File: src/rtl/scroll_pkg.sv
// scroll_pkg: shared encodings and wrap arithmetic for the scroll engine
// Contents:
//   speed_e  - speed select encodings (SPD_STOP, SPD_QUARTER, SPD_HALF, SPD_FULL)
//   state_e  - redraw FSM encodings (IDLE, DRAW, DRAIN)
//   wrap_add - (value + delta) mod modulus, for operands already below modulus
package scroll_pkg;

    typedef enum logic [1:0] {
        SPD_STOP    = 2'd0,
        SPD_QUARTER = 2'd1,
        SPD_HALF    = 2'd2,
        SPD_FULL    = 2'd3
    } speed_e;

    typedef enum logic [1:0] {
        IDLE  = 2'd0,
        DRAW  = 2'd1,
        DRAIN = 2'd2
    } state_e;

    // A single conditional subtraction is enough because both operands
    // are always below the modulus.
    function automatic int wrap_add(input int value, input int delta, input int modulus);
        return (value + delta >= modulus) ? value + delta - modulus : value + delta;
    endfunction

endpackage

File: src/rtl/scroll_engine_if.sv
// scroll_engine_if: pixel stream and background ROM signals of the scroll engine
// Signals:
//   rom_addr - ROM read address (engine -> ROM)
//   rom_data - ROM colour, valid one cycle after rom_addr (ROM -> engine)
//   x, y     - pixel coordinates (engine -> vga_adapter)
//   colour   - pixel colour (engine -> vga_adapter)
//   plot     - pixel write strobe (engine -> vga_adapter)
// Modports: master = scroll engine side, slave = ROM / vga_adapter side.
interface scroll_engine_if #(
    parameter int X_W     = 8,
    parameter int Y_W     = 7,
    parameter int ADDR_W  = 15,
    parameter int COLOR_W = 3
) ();

    logic [ADDR_W-1:0]  rom_addr;
    logic [COLOR_W-1:0] rom_data;
    logic [X_W-1:0]     x;
    logic [Y_W-1:0]     y;
    logic [COLOR_W-1:0] colour;
    logic               plot;

    modport master (
        output rom_addr, x, y, colour, plot,
        input  rom_data
    );

    modport slave (
        input  rom_addr, x, y, colour, plot,
        output rom_data
    );

endinterface

File: src/rtl/scroll_rate_gen.sv
// scroll_rate_gen: base tick counter and speed divider producing scroll events
// Ports:
//   CLOCK_50   in  system clock
//   resetn     in  asynchronous active-low reset
//   speed      in  2-bit speed select (speed_e encoding)
//   scroll_evt out one-cycle scroll event strobe
module scroll_rate_gen
    import scroll_pkg::*;
#(
    parameter int TICK_CYCLES = 6250000
) (
    input  logic       CLOCK_50,
    input  logic       resetn,
    input  logic [1:0] speed,
    output logic       scroll_evt
);

    localparam int CW = $clog2(TICK_CYCLES + 1);

    logic [CW-1:0] tick_cnt;
    logic [1:0]    div;
    logic [1:0]    div_eff;
    logic [1:0]    speed_q;
    logic          tick;
    logic          chg;

    // On a speed change the divider is treated as already restarted, so a
    // tick landing in that same cycle is judged against the new rate.
    always_comb begin
        tick       = tick_cnt == CW'(TICK_CYCLES - 1);
        chg        = speed != speed_q;
        div_eff    = chg ? 2'd0 : div;
        scroll_evt = tick && (speed == SPD_FULL ||
                              (speed == SPD_HALF && div_eff[0]) ||
                              (speed == SPD_QUARTER && div_eff == 2'd3));
    end

    always_ff @(posedge CLOCK_50 or negedge resetn) begin
        if (!resetn) begin
            tick_cnt <= '0;
            div      <= 2'd0;
            speed_q  <= SPD_STOP;
        end else begin
            tick_cnt <= tick ? '0 : tick_cnt + 1'b1;
            div      <= div_eff + {1'b0, tick && speed != SPD_STOP};
            speed_q  <= speed;
        end
    end

endmodule

File: src/rtl/scroll_engine.sv
// scroll_engine: vertical scroll engine redrawing the screen from a background ROM
// Ports:
//   CLOCK_50   in  system clock
//   resetn     in  asynchronous active-low reset
//   speed      in  0 stop, 1 every 4 base ticks, 2 every 2, 3 every tick
//   dir        in  0 offset increments, 1 decrements (SCROLL_REVERSE_EN only)
//   bus        master modport: rom_addr/rom_data, x/y/colour/plot
//   offset     out current scroll offset
//   frame_done out one-cycle pulse after the final plot of a frame
// Build option: define SCROLL_REVERSE_EN to honour dir; otherwise the offset
// always increments and the decrement path is not built.
module scroll_engine
    import scroll_pkg::*;
#(
    parameter int XSCREEN     = 160,
    parameter int YSCREEN     = 120,
    parameter int X_W         = 8,
    parameter int Y_W         = 7,
    parameter int ADDR_W      = 15,
    parameter int COLOR_W     = 3,
    parameter int TICK_CYCLES = 6250000,
    parameter int STEP        = 1
) (
    input  logic             CLOCK_50,
    input  logic             resetn,
    input  logic [1:0]       speed,
    input  logic             dir,
    scroll_engine_if.master  bus,
    output logic [Y_W-1:0]   offset,
    output logic             frame_done
);

    state_e         state;
    state_e         state_nxt;
    logic           pending;
    logic           pending_nxt;
    logic           scroll_evt;
    logic           go;
    logic           x_end;
    logic           y_end;
    logic           last_px;
    logic [X_W-1:0] x_cnt;
    logic [Y_W-1:0] y_cnt;
    logic [Y_W-1:0] frame_off;
    logic [Y_W-1:0] off_inc;
    logic [Y_W-1:0] off_step;
    logic [Y_W-1:0] off_nxt;
    logic [X_W-1:0] x_d;
    logic [Y_W-1:0] y_d;
    logic           v_d;
    logic           last_d;
    logic           last_dd;

    scroll_rate_gen #(
        .TICK_CYCLES(TICK_CYCLES)
    ) u_rate (
        .CLOCK_50  (CLOCK_50),
        .resetn    (resetn),
        .speed     (speed),
        .scroll_evt(scroll_evt)
    );

    assign off_inc = Y_W'(wrap_add(int'(offset), STEP, YSCREEN));

`ifdef SCROLL_REVERSE_EN
    // Borrow out of the extra top bit marks a negative result.
    logic [Y_W:0] off_dec;
    assign off_dec  = {1'b0, offset} - (Y_W + 1)'(STEP);
    assign off_step = !dir ? off_inc :
                      off_dec[Y_W] ? Y_W'(off_dec + (Y_W + 1)'(YSCREEN)) : off_dec[Y_W-1:0];
`else
    logic unused_dir;
    assign unused_dir = dir;
    assign off_step   = off_inc;
`endif

    assign off_nxt = scroll_evt ? off_step : offset;
    assign go      = scroll_evt || pending;
    assign x_end   = x_cnt == X_W'(XSCREEN - 1);
    assign y_end   = y_cnt == Y_W'(YSCREEN - 1);
    assign last_px = state == DRAW && x_end && y_end;

    // Address follows the counters combinationally so the synchronous ROM
    // returns the pixel one cycle later, alongside x_d/y_d.
    always_comb begin
        bus.rom_addr = ADDR_W'(wrap_add(int'(y_cnt), int'(frame_off), YSCREEN) * XSCREEN + int'(x_cnt));
    end

    // Events arriving while busy collapse into one pending redraw.
    always_comb begin
        state_nxt   = state;
        pending_nxt = pending;
        unique case (state)
            IDLE: begin
                state_nxt   = go ? DRAW : IDLE;
                pending_nxt = 1'b0;
            end
            DRAW: begin
                state_nxt   = last_px ? DRAIN : DRAW;
                pending_nxt = go;
            end
            DRAIN: begin
                state_nxt   = go ? DRAW : IDLE;
                pending_nxt = 1'b0;
            end
            default: begin
                state_nxt   = IDLE;
                pending_nxt = 1'b0;
            end
        endcase
    end

    always_ff @(posedge CLOCK_50 or negedge resetn) begin
        if (!resetn) begin
            state      <= DRAW;
            pending    <= 1'b0;
            offset     <= '0;
            frame_off  <= '0;
            x_cnt      <= '0;
            y_cnt      <= '0;
            x_d        <= '0;
            y_d        <= '0;
            v_d        <= 1'b0;
            last_d     <= 1'b0;
            last_dd    <= 1'b0;
            bus.x      <= '0;
            bus.y      <= '0;
            bus.colour <= '0;
            bus.plot   <= 1'b0;
            frame_done <= 1'b0;
        end else begin
            state      <= state_nxt;
            pending    <= pending_nxt;
            offset     <= off_nxt;
            frame_off  <= (state_nxt == DRAW && state != DRAW) ? off_nxt : frame_off;
            x_cnt      <= (state == DRAW && !x_end) ? x_cnt + 1'b1 : '0;
            y_cnt      <= state != DRAW ? '0 : x_end ? (y_end ? '0 : y_cnt + 1'b1) : y_cnt;
            x_d        <= x_cnt;
            y_d        <= y_cnt;
            v_d        <= state == DRAW;
            last_d     <= last_px;
            last_dd    <= last_d;
            bus.x      <= x_d;
            bus.y      <= y_d;
            bus.colour <= bus.rom_data;
            bus.plot   <= v_d;
            frame_done <= last_dd;
        end
    end

endmodule
File: src/flat_wrapper.sv
// flat-port wrapper written by rule: the top's interface ports become plain ports
module scroll_engine_flat import scroll_pkg::*;
#(
    parameter int XSCREEN     = 160,
    parameter int YSCREEN     = 120,
    parameter int X_W         = 8,
    parameter int Y_W         = 7,
    parameter int ADDR_W      = 15,
    parameter int COLOR_W     = 3,
    parameter int TICK_CYCLES = 6250000,
    parameter int STEP        = 1
)
  (CLOCK_50, resetn, speed, dir, offset, frame_done, bus_rom_addr, bus_x, bus_y, bus_colour, bus_plot, bus_rom_data);
  scroll_engine_if #(.X_W(X_W), .Y_W(Y_W), .ADDR_W(ADDR_W), .COLOR_W(COLOR_W)) bus_i ();
  input  logic CLOCK_50;
  input  logic resetn;
  input  logic [1:0] speed;
  input  logic dir;
  output logic [Y_W-1:0] offset;
  output logic frame_done;
  output wire logic [$bits(bus_i.rom_addr)-1:0] bus_rom_addr;
  output wire logic [$bits(bus_i.x)-1:0] bus_x;
  output wire logic [$bits(bus_i.y)-1:0] bus_y;
  output wire logic [$bits(bus_i.colour)-1:0] bus_colour;
  output wire logic [$bits(bus_i.plot)-1:0] bus_plot;
  input wire logic [$bits(bus_i.rom_data)-1:0] bus_rom_data;
  assign bus_rom_addr = bus_i.rom_addr;
  assign bus_x = bus_i.x;
  assign bus_y = bus_i.y;
  assign bus_colour = bus_i.colour;
  assign bus_plot = bus_i.plot;
  assign bus_i.rom_data = bus_rom_data;
  scroll_engine #(.XSCREEN(XSCREEN), .YSCREEN(YSCREEN), .X_W(X_W), .Y_W(Y_W), .ADDR_W(ADDR_W), .COLOR_W(COLOR_W), .TICK_CYCLES(TICK_CYCLES), .STEP(STEP)) u_core (.CLOCK_50(CLOCK_50), .resetn(resetn), .speed(speed), .dir(dir), .bus(bus_i), .offset(offset), .frame_done(frame_done));
endmodule
File: config.mk
export PLATFORM = sky130hd
export DESIGN_NAME = scroll_engine_flat
export DESIGN_NICKNAME = d
export VERILOG_FILES = /design/src/rtl/scroll_pkg.sv /design/src/rtl/scroll_engine_if.sv /design/src/rtl/scroll_rate_gen.sv /design/src/rtl/scroll_engine.sv /design/src/flat_wrapper.sv
export SDC_FILE = /design/constraint.sdc
export NUM_CORES = 1
export LEC_CHECK = 0
export BUFFER_PORTS_ARGS = -buffer_cell sky130_fd_sc_hd__buf_2
export CORE_MARGIN = 5
export CORE_UTILIZATION = 42
export DETAILED_ROUTE_END_ITERATION = 16
export GPL_ROUTABILITY_DRIVEN = 0
export HOLD_SLACK_MARGIN = 0.03
export PLACE_DENSITY = 0.59
export SETUP_SLACK_MARGIN = 0.2
export SLEW_MARGIN = 30
export SYNTH_ARGS = -nofsm -noshare
export SYNTH_HDL_FRONTEND = slang
export SYNTH_SLANG_ARGS = --single-unit
File: constraint.sdc
create_clock -name CLOCK_50 -period 4.1 [get_ports CLOCK_50]
set_clock_uncertainty 0.05 [all_clocks]
set_input_delay 0.205 -clock CLOCK_50 [delete_from_list [all_inputs] [get_ports CLOCK_50]]
set_output_delay 0.205 -clock CLOCK_50 [all_outputs]
set_load 0.1 [all_outputs]
# After elaboration in Yosys (flattened, before gate mapping)
# Index checks and enable logic that the tools add are counted.
[totals] register_bits=97 latchBits=0 ram_bits=0 romBits=0 in_bits=8 out_inout_bits=42 elab_cells=72 n_memories=0
[classes] n_addsub=9 n_mul=1 n_div=0 n_lt_le_gt_ge=2 eq_ne=12 n_shift=0 mux=13 bitwise=0 n_reduce_logical=16
[ops] op="7-bit two-way mux" n=5
[ops] op="32-bit by 8-bit >= comparator with 1-bit output (second input constant)" n=1
[ops] op="32-bit by 4-bit multiplier with 10-bit output (second input constant)" n=1
[ops] op="32-bit two-way mux" n=1
[ops] op="32-bit by 8-bit subtractor with 32-bit output (second input constant)" n=1
[ops] op="23-bit by 1-bit adder with 23-bit output (second input constant)" n=1
[ops] op="23-bit equality test (second input constant)" n=1
[ops] op="23-bit two-way mux" n=1
[ops] op="15-bit by 9-bit adder with 15-bit output" n=1
[ops] op="7-bit by 1-bit adder with 8-bit output (second input constant)" n=1
[ops] op="7-bit by 7-bit adder with 8-bit output" n=1
[ops] op="8-bit by 1-bit adder with 8-bit output (second input constant)" n=1
[ops] op="2-bit equality test (second input constant)" n=4
[ops] op="8-bit equality test (second input constant)" n=1
[ops] op="8-bit by 7-bit >= comparator with 1-bit output (second input constant)" n=1
[ops] op="1-bit logical AND" n=8
[ops] op="8-bit two-way mux" n=1
[ops] op="7-bit by 1-bit adder with 7-bit output (second input constant)" n=1
[ops] op="7-bit equality test (second input constant)" n=1
[ops] op="7-bit by 4-bit subtractor with 7-bit output (second input constant)" n=1
[ops] op="2-bit by 1-bit equality test with 1-bit output (second input constant)" n=3
[ops] op="2-bit two-way mux" n=2
[ops] op="2-bit case mux with 2 select lines" n=1
[ops] op="2-bit nonzero test" n=2
[ops] op="other kinds (8)" n=11

# Longest topological paths before layout
# Gate-level depths: netlist (run 1).
[depth] depth_word=11 ltp_mapped=19

# By module
# A second synthesis (run 1) with hierarchy kept.
[unflattened] cells_unflattened=456 area_unflattened_um2=4953.5
[by_module_without_submodules] mod="scroll_engine" n_inst=1 cells_per_inst=330 area_per_inst_um2=3628.5 seq_area_each_um2=1752.9
[by_module_without_submodules] mod="scroll_rate_gen" n_inst=1 cells_per_inst=126 area_per_inst_um2=1325.0 seq_area_each_um2=675.6

# Worst setup path after synthesis (run 1)
# No wires, ideal clock.
[synth_path] kind="reg2out" from="register u_core.y_cnt[0]" to="output bus_rom_addr[14]" arrival_ps=5511 required_ps=3845 setup_slack_ps=-1666 stages_incl_launch_ff=18 path_cell_list="dfrtp_1 > ha_1 > fa_1 > and3_1 > o21ai_0 > mux2i_1 > o2111ai_1 > a41o_1 > xor2_1 > ha_1 > ha_1 > fa_1 > a21o_1 > a21oi_1 > xnor2_1 > nand4_1 > xnor2_1 > xnor2_1"
[synth_via] elab_chain_cells=5
[synth_lines] item="start, declared" line="scroll_engine.sv:43" rtl="logic [Y_W-1:0] y_cnt;"
[synth_lines] item="start signal, assigned" line="scroll_engine.sv:137" rtl="y_cnt <= state != DRAW ? '0 : x_end ? (y_end ? '0 : y_cnt + 1'b1) : y_cnt;"
[synth_lines] item="7-bit by 7-bit adder with 8-bit output *" line="scroll_pkg.sv:24" rtl="return (value + delta >= modulus) ? value + delta - modulus : value + delta;"
[synth_lines] item="32-bit by 8-bit subtractor with 32-bit output / 32-bit by 8-bit >= comparator with 1-bit output (equally long branches)" line="scroll_pkg.sv:24"
[synth_lines] item="32-bit two-way mux *" line="scroll_pkg.sv:24"
[synth_lines] item="32-bit by 4-bit multiplier with 10-bit output *" line="scroll_engine.sv:86" rtl="bus.rom_addr = ADDR_W'(wrap_add(int'(y_cnt), int'(frame_off), YSCREEN) * XSCREEN + int'(x_cnt));"
[synth_lines] item="15-bit by 9-bit adder with 15-bit output *" line="scroll_engine.sv:86"
[synth_lines] item="end, declared" line="flat_wrapper.sv:21" rtl="output wire logic [$bits(bus_i.rom_addr)-1:0] bus_rom_addr;"
# Mark *: on every way between the ends. The rest lies on a longest branch, timed or not.

# Worst setup path in the final report (run 1)
# Same ends and word-level chain as after synthesis.

==> results of run 1 <==
through the flow:
stage | instance area (sq um) | instances | utilization [%] | hold WS (ns)
after floorplan | 4950 | 444 | - | -0.141
after global placement | 5700 | 662 | 50.6 | 0.263
after detailed placement | 5700 | 662 | 50.6 | 0.265
after CTS | 6230 | 692 | 55.3 | 0.300
after global routing | 6320 | 695 | 56.1 | 0.306
final | 6320 | 695 | 56.1 | 0.299
flip-flops by register name, summed over array words and instances, names as in the netlist, 7 cells and up:
| signal | flops |
|---|---|
| u_core.u_rate.tick_cnt | 23 |
| u_core.bus.x | 8 |
| u_core.x_cnt | 8 |
| u_core.x_d | 8 |
| u_core.bus.y | 7 |
| u_core.frame_off | 7 |
| u_core.offset | 7 |
| u_core.y_cnt | 7 |
| u_core.y_d | 7 |
per-layer routing:
metal | GRT usage, % | share of wire (%) | vias to the layer above
met4 | 4.36 | 1.4 | 0
met3 | 3.47 | 3.2 | 13
li1 | - | - | 1745
met2 | 25.3 | 49 | 48
met1 | 20.1 | 46 | 1689
met5 | 0 | 0 | -
cells in the mapped netlist, types with 3 or more instances:
library cell	number
buf_4	5
nand2_1	34
dfrtp_1	96
a21oi_1	13
and4_1	3
clkbuf_1	9
o21ai_1	3
nor2b_1	6
mux2i_1	3
a21o_1	8
nor2_1	38
xor2_1	24
a31oi_1	4
nand2b_1	4
a211oi_1	3
nand3b_1	3
fa_1	3
xnor2_1	29
and2_1	3
o21bai_1	3
ha_1	32
o21ai_0	18
and3_1	12
nor3_1	7
nand4_1	6
inv_1	12
nand3_1	26
cell type report:
| class | count | area share [%] |
|---|---|---|
| Multi-Input combinational cell | 318 | 39.2 |
| Tap cell | 143 | 2.83 |
| Timing Repair Buffer | 109 | 13.3 |
| Clock buffer | 10 | 3.78 |
| Sequential cell | 97 | 38.4 |
| Inverter | 12 | 0.712 |
| Clock inverter | 6 | 1.82 |
repair_timing:
item	in CTS	in global routing
gates resized for setup	11	12
pin swaps	9	5
endpoints found under the setup margin	7	7
hold buffers	6	0
hold endpoints to repair	66	0
buffers inserted	8	3
power by group:
group / total [mW] / internal (mW) / leakage (nW) / switching [mW]
combinational: 0.531 / 0.207 / 1.63 / 0.323
sequential: 0.982 / 0.967 / 1.24 / 0.0144
clock: 0.970 / 0.614 / 0.169 / 0.356
total: 2.48 / 1.79 / 3.04 / 0.693
cells by family after synthesis:
kind of cell	count (synthesis)	share of synthesized area, %
AND/OR/NAND/NOR	155	16.3
AO/OA/AOI/OAI	69	9.47
multiplexers	5	1.10
buffers and inverters	29	2.73
flip-flops	97	50.9
adder cells (fa/ha/maj)	35	9.65
XOR/XNOR	53	9.73
other	1	0.0786
final timing paths:
| check | start | end | slack [ns] | cells past startpoint |
|---|---|---|---|---|
| max in group asynchronous | resetn | u_core.x_d[4] | 2.63 | 3 |
| setup reg to reg | u_core.u_rate.tick_cnt[4] | u_core.frame_off[6] | 1.16 | 6 |
| hold / removal | u_core.last_dd | u_core.frame_done | 0.30 | 0 |
| min in group asynchronous | resetn | u_core.u_rate.tick_cnt[20] | 0.43 | 2 |
| hold reg to reg | u_core.last_dd | u_core.frame_done | 0.30 | 0 |
| setup / recovery | u_core.y_cnt[0] | bus_rom_addr[14] | -0.80 | 20 |
==> impl_metrics.toml, run 1 <==
[setup_path]
max_stage_delay_ns = 0.38
critPathTopFamily = "adder cells"
timing.critical_path.buf_inv = 2
crit_fanout = 3
worstPathCellList = "ha_2 > fa_2 > and3_4 > o21ai_4 > mux2i_2 > o2111ai_2 > a41o_1 > buf_4 > nand2_1 > xnor2_1 > ha_1 > ha_1 > o21ai_0 > o21bai_1 > a21oi_2 > xnor2_2 > nand4_1 > xnor2_2 > xnor2_4 > buf_12"
setup.worst_path.start_class = "register"
crit_type = "reg -> out"
critPathSlowestCell = "dfrtp_1"
arrival_ns = 4.65
worstSetupEndpointType = "output pin"
worstPathRequired_ns = 3.85

[detailed_routing]
num_vias = 3495
antenna_left = 0
drc = 0
avgRoutedWirePerCell_microns = 13.9
first_pass_iters = 6
finalWirelength_microns = 9660
avgViaCountPerCell = 5.03
drt-initial-drc-count = 110

[layout]
fill_cells = 975
mostFrequentLayoutCell = "dfrtp_1"
area_growth_pct = 32.5
final_cell_mix = "dfrtp_1, buf_4, buf_2"
insertedDiodeCount = 0
regArea_sq_um = 2430
multiInputGateArea_sq_um = 2480
finalNetCount = 590
drive_gt1_share_pct = 28.6

[timing]
min_period_ns = 4.90
finalWorstSetupSlack_ns = -0.800
relSlewSlack_pct = 48.0
rsz0062_at_grt = "yes"
timing.fmax_ghz = 0.204
finalCritPeriodShare_pct = 120
slew_viol_final = 0
hold_viol_final = 0
tns_ns = -3.05
worstMarginPinSlew_ns = 0.780
setup_violations = 6

[clock_tree]
numCtsBuffers = 9
clock-sinks = 97
cts_root_buf = "clkbuf_16"
cts_buffer_depth = 2
clk_pin_slew_worst_paths_ns = 0.06
cts_tree = "yes"
h-tree-depth = 3
worstSkewPairLatency_ns = 0.34

[synthesis]
synthFlopType = "dfrtp_1"
syn_nets = 487
ys_seq_elements = 97
synth_async_sr_flop_share_pct = 100
ys.warnings.count = 0
synth_area_sq_um = 4770
synth_cell_types = 57
synth_edf_count = 0
synth_cells = 444
ys_seq_area_share_pct = 50.9
syn_avg_cell_area_sq_um = 10.7
post-synth-top-area-cell = "dfrtp_1"
synth_area_leaders = "dfrtp_1, ha_1, xnor2_1"
synth.top_cell.area_share_pct = 50.4

[status]
violations = "setup timing"
status = "finished with violations"

[die]
die_h_microns = 117
initial_core_util_pct = 42.3
num_rows = 39
coreArea_sq_um = 11300
design.portCount = 50
die_x_microns = 117
die-area_sq_um = 13600

[global_routing]
grt_remaining_overflow = 0
grt_pass1_vias = 3591
grt_pass1_wl_microns = 16600
grt_max_degree = 64
antenna_found_initial = 0
grt.total_usage_pct = 15.2

[pwr]
p_leak_nw = 3.04
ir_drop_uv = 333
total_power_mw = 2.48
p_per_area_nw_per_um2 = 393

[run]
maxCapViolCount = 0

[min_path]
min_path_type = "reg -> reg"

[place]
place_hpwl_microns = 6820
port_buffers = 48
dp_slack_ns = -0.416
Power figures use the tool's default switching activity.
==> inputs of run 2 (changes only) <==
--- a/config.mk
+++ b/config.mk
@@ -16,4 +16,5 @@
 export SLEW_MARGIN = 30
 export SYNTH_ARGS = -nofsm -noshare
 export SYNTH_HDL_FRONTEND = slang
+export SYNTH_HIERARCHICAL = 1
 export SYNTH_SLANG_ARGS = --single-unit
==> run 2 against run 1 <==
The flow still finishes with violations (setup timing). Flip-flop and latch count unchanged. First-iteration DRC count up 67%. Sequential power down 2.2%. Die area up 3.5%. Hold slack better by 0.00079 ns. Non-clock buffer count down 2. Critical path depth down 2. Design area up 1.6%. Via count up 3.5%. Combinational power down 89%. Sequential share of layout area down 0.60 points. Power down 24%.
==> impl_metrics.toml, run 2 <==
[pwr]
p_clk_share_pct = 46.5
total_power_mw = 1.90
p_seq_share_pct = 50.5
combinationalPowerShare_pct = 3.0
switching_share_pct = 22.1
p_sw_uw = 420
ir_drop_uv = 225
p_leak_nw = 3.11
p_per_area_nw_per_um2 = 296
power.internal_mw = 1.48

[place]
place_area_sq_um = 5880
place_hpwl_microns = 7010
port_buffers = 48
dp_cells = 674

[setup_path]
reg2reg_setup_slack_ns = 1.40
worstSetupEndpointType = "output pin"
crit_cells = 18
arrival_ns = 4.59
crit_type = "reg -> out"
critPathTopFamily = "adder cells"
timing.critical_path.buf_inv = 1
setup.worst_path.start_class = "register"
crit_path_frequent_cell = "xnor2_2"
critPathSlowestCell = "fa_2"
max_stage_delay_ns = 0.41
worstPathCellList = "ha_2 > fa_2 > a211oi_4 > o21bai_1 > and4bb_2 > and2_4 > nor2_4 > xnor2_2 > ha_1 > ha_4 > fa_2 > a21o_1 > a21oi_2 > xnor2_2 > nand4_1 > xnor2_2 > xnor2_4 > buf_12"
worstPathRequired_ns = 3.85
rr_worst_depth = 8
critPathLaunch = "u_core/y_cnt[0]"
reg2reg_from = "u_core/u_rate/tick_cnt[4]"
crit_fanout = 5
regToRegEndpoint = "u_core/frame_off[1]"
setup.worst_path.end = "bus_rom_addr[14]"

[layout]
insertedDiodeCount = 0
drive_gt1_share_pct = 30.1
final_cell_mix = "dfrtp_1, buf_4, buf_2"
area_growth_pct = 29.7
final_cells = 705
regArea_sq_um = 2430
mostFrequentLayoutCell = "dfrtp_1"
fill_cells = 998
largest_register_ffs = 23
final_cell_area_sq_um = 6420
regMostFlops = "u_core/u_rate/tick_cnt"
multiInputGateArea_sq_um = 2650
finalNetCount = 600

[synthesis]
synth_cells = 456
ys_top_cells_by_count = "dfrtp_1, ha_1, nand2_1"
synth_most_common_cell = "dfrtp_1"
synth_async_sr_flop_share_pct = 100
ys_seq_elements = 97
synth_area_sq_um = 4950
post-synth-top-area-cell = "dfrtp_1"
synth.top_cell.area_share_pct = 48.5
synth_cell_types = 61
synth_edf_count = 0
ys.warnings.count = 6
ys_seq_area_share_pct = 49.0
syn_nets = 499
synth_area_leaders = "dfrtp_1, ha_1, xor2_1"
synthFlopType = "dfrtp_1"
syn_avg_cell_area_sq_um = 10.9

[timing]
setup_violations = 6
hold_viol_final = 0
finalCritPeriodShare_pct = 118
worstMarginPinSlew_ns = 0.653
rsz0062_at_grt = "yes"
slew_viol_final = 0
min_period_ns = 4.85
finalWorstSetupSlack_ns = -0.747
relSlewSlack_pct = 56.5
timing.fmax_ghz = 0.206
holdWs_ns = 0.299

[die]
coreArea_sq_um = 11500
die-area_sq_um = 14100
die_h_microns = 119
initial_core_util_pct = 43.2
die_x_microns = 119
design.portCount = 50
num_rows = 39

[clock_tree]
cts_root_buf = "clkbuf_16"
cts_tree = "yes"
cts_buffer_depth = 2
clk_pin_slew_worst_paths_ns = 0.07
h-tree-depth = 3
clock-sinks = 97
worstSkewPairLatency_ns = 0.34
numCtsBuffers = 9

[run]
maxCapViolCount = 0

[status]
violations = "setup timing"
status = "finished with violations"

[global_routing]
use_met3_pct = 2.48
top_usage_layer = "met2"
grt.total_usage_pct = 14.5
grt_max_degree = 54
grtUsageMet2_pct = 23.6
grt_pass1_vias = 3613
grt_pass1_wl_microns = 17200
met1_usage_pct = 19.3
antenna_found_initial = 0
grt_remaining_overflow = 0

[detailed_routing]
avgViaCountPerCell = 5.13
drc = 0
finalWirelength_microns = 9860
num_vias = 3616
drt-initial-drc-count = 184
avgRoutedWirePerCell_microns = 14.0
first_pass_iters = 4
antenna_left = 0

[min_path]
min_path_type = "reg -> reg"
-- run 2: what timing repair did --
| item | in CTS | in global routing |
|---|---|---|
| hold endpoints to repair | 49 | 0 |
| setup buffers | 8 | 1 |
| hold buffers | 6 | 0 |
| gates resized for setup | 11 | 4 |
| pin swaps | 20 | 14 |
| gates cloned | 0 | 0 |
| setup endpoints to repair | 6 | 7 |
-- run 2: cells by family after synthesis --
kind of cell / Yosys count / share of synthesized area (%)
AND/OR/NAND/NOR: 157 / 17.6
adder cells (fa/ha/maj): 35 / 9.30
buffers and inverters: 29 / 2.68
flip-flops: 97 / 49.0
multiplexers: 11 / 2.50
XOR/XNOR: 49 / 8.66
AO/OA/AOI/OAI: 77 / 10.2
other: 1 / 0.0757
-- run 2: worst min-delay path by stage --
stage | startpoint | to | slack [ns] | cells past startpoint
floorplan | resetn | u_core/bus.colour[0] | -0.14 | 0
global placement | resetn | u_core/bus.x[2] | 0.18 | 1
detailed placement | resetn | u_core/bus.x[2] | 0.19 | 1
CTS | u_core/x_d[4] | u_core/bus.x[4] | 0.30 | 0
global route | u_core/y_d[6] | u_core/bus.y[6] | 0.31 | 0
finish | u_core/x_d[4] | u_core/bus.x[4] | 0.30 | 0
-- run 2: final cells by class --
type                    count  area share, %
repair buffers            107           12.5
flip-flops and latches     97           37.8
multi-input cells         330           41.2
clock buffers              10           3.72
inverters                  12          0.701
clock inverters             6           1.23
well taps                 143           2.79
-- run 2: per-stage QoR --
step           setup TNS [ns]  utilization (%)  worst slack, ns
2_1_floorplan           -1.79                -           -0.561
3_3_place_gp           -0.830             51.3           -0.362
3_5_place_dp            -1.08             51.3           -0.433
4_1_cts                 -3.07             55.6           -0.781
5_1_grt                 -4.04             56.0           -0.993
6_report                -2.73             56.0           -0.747
-- run 2: per-layer routing --
metal,vias up,share of wire (%)
met1,1746,46
met4,0,2.0
met2,37,50
li1,1814,-
met3,19,2.6
met5,-,0
-- run 2: power groups by stage --
stage	logic [mW]	registers, mW	clock network (mW)
global placement	0.0515	0.978	0
global route	0.0635	0.959	0.943
CTS	0.0580	0.959	0.909
floorplan	0.0105	0.990	0
detailed placement	0.0527	0.978	0
finish	0.0566	0.960	0.883
